## config.mk

```make
export PLATFORM = sky130hd
export DESIGN_NAME = fwd_hazard_unit_flat
export DESIGN_NICKNAME = d
export VERILOG_FILES = /design/src/rtl/fwd_pkg.sv /design/src/rtl/fwd_hazard_unit_if.sv /design/src/rtl/fwd_src_match.sv /design/src/rtl/fwd_hazard_unit.sv /design/src/flat_wrapper.sv
export SDC_FILE = /design/constraint.sdc
export NUM_CORES = 1
export LEC_CHECK = 0
export CAP_MARGIN = 25
export CELL_PAD_IN_SITES_DETAIL_PLACEMENT = 0
export CELL_PAD_IN_SITES_GLOBAL_PLACEMENT = 1
export CORE_UTILIZATION = 34
export DETAILED_ROUTE_END_ITERATION = 8
export PLACE_DENSITY = 0.75
export SYNTH_ARGS = -nofsm -noshare
export SYNTH_HDL_FRONTEND = slang
export SYNTH_HIERARCHICAL = 1
export SYNTH_SLANG_ARGS = --single-unit
```

## constraint.sdc

```tcl
create_clock -name clk -period 2.3 [get_ports clk]
set_clock_uncertainty 0.2 [all_clocks]
set_input_delay 0.23 -clock clk [delete_from_list [all_inputs] [get_ports clk]]
set_output_delay 0.23 -clock clk [all_outputs]
set_load 0.02 [all_outputs]
```

## src/rtl/fwd_pkg.sv

```systemverilog
// Shared types and helpers for the forwarding / load-use hazard unit.
package fwd_pkg;

  // Tag rd fields are stored zero-extended to this width; REG_ADDR_W must not exceed it.
  localparam int RD_MAX_W = 8;

  localparam int SEL_RF = 0;

  typedef struct packed {
    logic                valid;
    logic [RD_MAX_W-1:0] rd;
    logic                wr;
    logic                ld;
  } tag_t;

  function automatic int selW(input int fwdStages);
    return (fwdStages < 1) ? 1 : $clog2(fwdStages + 1);
  endfunction

endpackage

```

## src/rtl/fwd_hazard_unit_if.sv

```systemverilog
// EX-stage operand/producer bus between the pipeline (master) and the hazard unit (slave).
interface fwd_hazard_unit_if import fwd_pkg::*; #(
  parameter int NUM_SRC    = 2,
  parameter int REG_ADDR_W = 5,
  parameter int FWD_STAGES = 2,
  parameter int CNT_W      = 16
) ();
  localparam int SEL_W = selW(FWD_STAGES);

  // ex_valid qualifies every ex_* field in the same cycle; there is no ready.
  // stall_ex is the back-pressure: while it is 1 the EX instruction is not
  // consumed and must be presented unchanged on the next cycle.
  logic                          ex_valid;
  logic [NUM_SRC*REG_ADDR_W-1:0] ex_src;
  logic [REG_ADDR_W-1:0]         ex_rd;
  logic                          ex_reg_write;
  logic                          ex_is_load;
  logic                          hold;
  logic                          flush;
  logic [NUM_SRC*SEL_W-1:0]      fwd_sel;
  logic                          stall_ex;
  logic [CNT_W-1:0]              stall_cycles;

  modport master (
    output ex_valid, ex_src, ex_rd, ex_reg_write, ex_is_load, hold, flush,
    input  fwd_sel, stall_ex, stall_cycles
  );

  modport slave (
    input  ex_valid, ex_src, ex_rd, ex_reg_write, ex_is_load, hold, flush,
    output fwd_sel, stall_ex, stall_cycles
  );
endinterface

```

## src/rtl/fwd_src_match.sv

```systemverilog
// Priority scan of the in-flight tags for one source operand: youngest live match wins.
module fwd_src_match import fwd_pkg::*; #(
  parameter int  FWD_STAGES = 2,
  parameter int  LOAD_LAT   = 1,
  localparam int SEL_W      = selW(FWD_STAGES)
) (
  input  logic                  exValid,
  input  tag_t [FWD_STAGES:1]   tags,
  input  logic [RD_MAX_W-1:0]   src,
  output logic [SEL_W-1:0]      sel,
  output logic                  loadHazard
);

  // Scan oldest to youngest so the last hit (lowest stage) overrides.
  always_comb begin
    sel        = SEL_W'(SEL_RF);
    loadHazard = 1'b0;
    for (int k = FWD_STAGES; k >= 1; k--) begin
      if (exValid && (src != '0) && tags[k].valid && tags[k].wr &&
          (tags[k].rd == src)) begin
        sel        = SEL_W'(k);
        loadHazard = tags[k].ld && (k <= LOAD_LAT);
      end
    end
  end

endmodule

```

## src/rtl/fwd_hazard_unit.sv

```systemverilog
// Forwarding select and load-use stall generation from a private shift register of producer tags.
module fwd_hazard_unit import fwd_pkg::*; #(
  parameter int NUM_SRC    = 2,
  parameter int REG_ADDR_W = 5,
  parameter int FWD_STAGES = 2,
  parameter int LOAD_LAT   = 1,
  parameter int CNT_W      = 16
) (
  input  logic              clk,
  input  logic              rst_n,
  fwd_hazard_unit_if.slave  bus
);
  localparam int SEL_W = selW(FWD_STAGES);

  tag_t [FWD_STAGES:1]      tagQ;
  tag_t                     newTag;
  logic [NUM_SRC-1:0]       srcHazard;
  logic [NUM_SRC*SEL_W-1:0] selVec;
  logic                     stallEx;
  logic [CNT_W-1:0]         stallCnt;

  for (genvar i = 0; i < NUM_SRC; i++) begin : gSrc
    fwd_src_match #(
      .FWD_STAGES (FWD_STAGES),
      .LOAD_LAT   (LOAD_LAT)
    ) uMatch (
      .exValid    (bus.ex_valid),
      .tags       (tagQ),
      .src        (RD_MAX_W'(bus.ex_src[i*REG_ADDR_W +: REG_ADDR_W])),
      .sel        (selVec[i*SEL_W +: SEL_W]),
      .loadHazard (srcHazard[i])
    );
  end

  assign stallEx = bus.ex_valid && !bus.flush && (|srcHazard);

  always_comb begin
    newTag       = '0;
    newTag.valid = bus.ex_valid;
    newTag.rd    = RD_MAX_W'(bus.ex_rd);
    newTag.wr    = bus.ex_reg_write;
    newTag.ld    = bus.ex_is_load;
  end

  // A stall pushes a bubble into stage 1 while older producers keep draining.
  always_ff @(posedge clk or negedge rst_n) begin
    if (!rst_n) begin
      tagQ <= '0;
    end else if (bus.flush) begin
      tagQ <= '0;
    end else if (!bus.hold) begin
      tagQ[1] <= stallEx ? '0 : newTag;
      for (int k = 2; k <= FWD_STAGES; k++) begin
        tagQ[k] <= tagQ[k-1];
      end
    end
  end

  always_ff @(posedge clk or negedge rst_n) begin
    if (!rst_n) begin
      stallCnt <= '0;
    end else if (stallEx && !bus.hold && (stallCnt != '1)) begin
      stallCnt <= stallCnt + 1'b1;
    end
  end

  assign bus.fwd_sel      = selVec;
  assign bus.stall_ex     = stallEx;
  assign bus.stall_cycles = stallCnt;

endmodule

```

## src/flat_wrapper.sv

```systemverilog
// flat-port wrapper written by rule: the top's interface ports become plain ports
module fwd_hazard_unit_flat import fwd_pkg::*;
#(
  parameter int NUM_SRC    = 2,
  parameter int REG_ADDR_W = 5,
  parameter int FWD_STAGES = 2,
  parameter int LOAD_LAT   = 1,
  parameter int CNT_W      = 16
)
  (clk, rst_n, bus_ex_valid, bus_ex_src, bus_ex_rd, bus_ex_reg_write, bus_ex_is_load, bus_hold, bus_flush, bus_fwd_sel, bus_stall_ex, bus_stall_cycles);
  fwd_hazard_unit_if #(.NUM_SRC(NUM_SRC), .REG_ADDR_W(REG_ADDR_W), .FWD_STAGES(FWD_STAGES), .CNT_W(CNT_W)) bus_i ();
  input  logic clk;
  input  logic rst_n;
  input wire logic [$bits(bus_i.ex_valid)-1:0] bus_ex_valid;
  input wire logic [$bits(bus_i.ex_src)-1:0] bus_ex_src;
  input wire logic [$bits(bus_i.ex_rd)-1:0] bus_ex_rd;
  input wire logic [$bits(bus_i.ex_reg_write)-1:0] bus_ex_reg_write;
  input wire logic [$bits(bus_i.ex_is_load)-1:0] bus_ex_is_load;
  input wire logic [$bits(bus_i.hold)-1:0] bus_hold;
  input wire logic [$bits(bus_i.flush)-1:0] bus_flush;
  output wire logic [$bits(bus_i.fwd_sel)-1:0] bus_fwd_sel;
  output wire logic [$bits(bus_i.stall_ex)-1:0] bus_stall_ex;
  output wire logic [$bits(bus_i.stall_cycles)-1:0] bus_stall_cycles;
  assign bus_i.ex_valid = bus_ex_valid;
  assign bus_i.ex_src = bus_ex_src;
  assign bus_i.ex_rd = bus_ex_rd;
  assign bus_i.ex_reg_write = bus_ex_reg_write;
  assign bus_i.ex_is_load = bus_ex_is_load;
  assign bus_i.hold = bus_hold;
  assign bus_i.flush = bus_flush;
  assign bus_fwd_sel = bus_i.fwd_sel;
  assign bus_stall_ex = bus_i.stall_ex;
  assign bus_stall_cycles = bus_i.stall_cycles;
  fwd_hazard_unit #(.NUM_SRC(NUM_SRC), .REG_ADDR_W(REG_ADDR_W), .FWD_STAGES(FWD_STAGES), .LOAD_LAT(LOAD_LAT), .CNT_W(CNT_W)) u_core (.clk(clk), .rst_n(rst_n), .bus(bus_i));
endmodule
```

==> metrics <==
effective utilization at floorplan=36.4%; height of the die=76.9 um; outcome=finished, final reports clean; antenna violation net count after detailed routing=0; Power Total=1.25 mW; placer congestion estimate=0.846; Pins Over Slew Limit=0; WP data arrival=1.85 ns; largest net degree at the start of global routing=32; sequential group share of total power=46.0%; area of combinational cells with multiple inputs=1330 um2; Clk network pwr share=38.6%; NumNets Final=305; Post-Synthesis Cells=around 180; class of the most critical hold timing path=input pin to asynchronous set/reset pin; number of top-level pins=43; std cell rows=26; syn_area_per_cell=10.5 um2; Post-Place Cell Area=2710 um2; die width=76.9 um; Overall Global Routing Usage=between 10% and 20%; net switching share of the total power=25.1%; maximum level of the CTS H-tree=2; half-perimeter wire length of the detailed placement result=3560 um; FF+latch area=779 um2; area grow syn2layout=53.1%; Worst Hold Slack=0.137 ns; data required time of the critical path=1.87 ns; Skew-Pair Late Insertion Delay=0.28 ns; Clock transition at path regs=0.06 ns; Switch Pwr=between 0.3 and 0.4 mW; aggregate global routing overflow=0; pwr/cell area=roughly 430 nW/um2; vias in the first global route=between 1500 and 2000; Fillers=between 400 and 500; starting DRC count in detailed routing=50; Combinational Power Share=15.3%; internal power consumption=0.934 mW; netlist area before placement=1910 um2; via density per instance=roughly 4.6; highest clock rate=438 MHz; core region area=~5200 um2; CTS root buffer=clkbuf_8; final standard cell area without fillers=approximately 2900 um2; clock tree buffer depth=2; maximum VDD drop=0.256 mV; crit path capture type=primary output; Yosys Warn Count=6; start-to-end type of the worst setup path=input pin to primary output; global-route wire length before repair=7910 um; count of final hold-check violations=0; routed wire length=4610 um; shortest clock period the worst path allows after layout=2.28 ns; endpoints failing setup=0; number of clock sinks=31; Final Util=55.7%; # DRC=0; total clock buffers created by CTS=5; number of antenna violations at the first check in global routing=0; share of the cycle needed by the critical path after routing=99.2%; routed length per placed instance=13.1 um; fraction of layout cells with a size suffix above 1=26.1%; max-slew headroom at the worst pin=55.2%; antenna diode instance count=0; max-capacitance violation count=0; static leakage power=1.31 nW; transition time at the pin with the least slew margin=0.667 ns; Die Area=5910 um2; RSZ-0062 raised after global routing=true; Port Buffers=42; critical path peak fanout=3; iteration count of the initial detailed-routing pass=4; Vias=1609; clock tree from TritonCTS=yes; Worst setup SP type=input pin
==> state kept, by name, summed over array words and instances, names as in the netlist <==
| name | flops |
|---|---|
| u_core/bus.stall_cycles | 16 |
| u_core/tagQ | 15 |
==> power by group through the flow <==
| stage | combinational (mW) | sequential, mW | clock [mW] |
|---|---|---|---|
| after global placement | 0.185 | 0.582 | 0 |
| final | 0.191 | 0.574 | 0.481 |
| after CTS | 0.186 | 0.573 | 0.498 |
| after detailed placement | 0.187 | 0.583 | 0 |
| after floorplan | 0.0908 | 0.578 | 0 |
| after global routing | 0.212 | 0.575 | 0.521 |
==> critical path: stages <==
cell and delay [ns]:
clkdlybuf4s50_1 0.54, xnor2_1 0.15, nand3_1 0.12, nor3_2 0.21, and3_4 0.23, o21ai_4 0.07
nor2_2 0.14, buf_4 0.16
==> layout by cell type (no fill, tap or decap), types with 4 or more instances in the layout <==
master           count
a22o_1               7
mux2i_1              7
and2_1               4
dlygate4sd2_1        7
xor2_1              14
xnor2_1             30
buf_4               29
nand3_1             11
nand4_1             11
nor3_2               5
conb_1              30
nor2_1              11
dfrtp_1             28
nor4_2               5
nand2_1              8
clkbuf_8             7
clkdlybuf4s50_1     29
nor4_4               4
==> stage by stage <==
stage                     std cells  worst slack, ns  TNS (ns)
after floorplan                 210          0.00312         0
after global placement          344           -0.566    -11.43
after detailed placement        344           -0.548    -11.52
after CTS                       352          -0.0356    -0.106
after global routing            353          -0.0712    -0.374
final                           353           0.0185         0
==> worst paths after layout <==
kind	start	end	slack, ns	depth (start not counted)
max	bus_ex_src[1]	bus_stall_ex	0.02	8
min	rst_n	u_core/bus.stall_cycles[11]	0.14	2
max reg2reg	u_core/tagQ[2]	u_core/bus.stall_cycles[1]	0.04	8
min reg2reg	u_core/bus.stall_cycles[15]	u_core/bus.stall_cycles[15]	0.30	1
max in group asynchronous	rst_n	u_core/tagQ[6]	1.45	2
min in group clk	u_core/bus.stall_cycles[15]	u_core/bus.stall_cycles[15]	0.30	1
==> metal layers <==
layer | GRT usage [%] | part of all wire (%)
met5 | 0 | 0
met4 | 6.54 | 1.3
met3 | 3.69 | 3.3
met2 | 26.9 | 47
met1 | 23.4 | 48
==> timing repair <==
item / in CTS / in global routing
pin swaps: 17 / 16
endpoints found under the setup margin: 28 / 28
resized for setup: 31 / 22
hold buffers: 0 / 0
buffers inserted: 1 / 1
==> cell type report <==
class | instances | area share [%]
timing repair buffer | 70 | 21.0
clock buffer | 7 | 3.30
tap | 70 | 3.00
sequential | 31 | 26.7
clock inverter | 1 | 0.257
multi-input combinational | 173 | 45.6
inverter | 1 | 0.129
(Power assumes the default switching activity.)
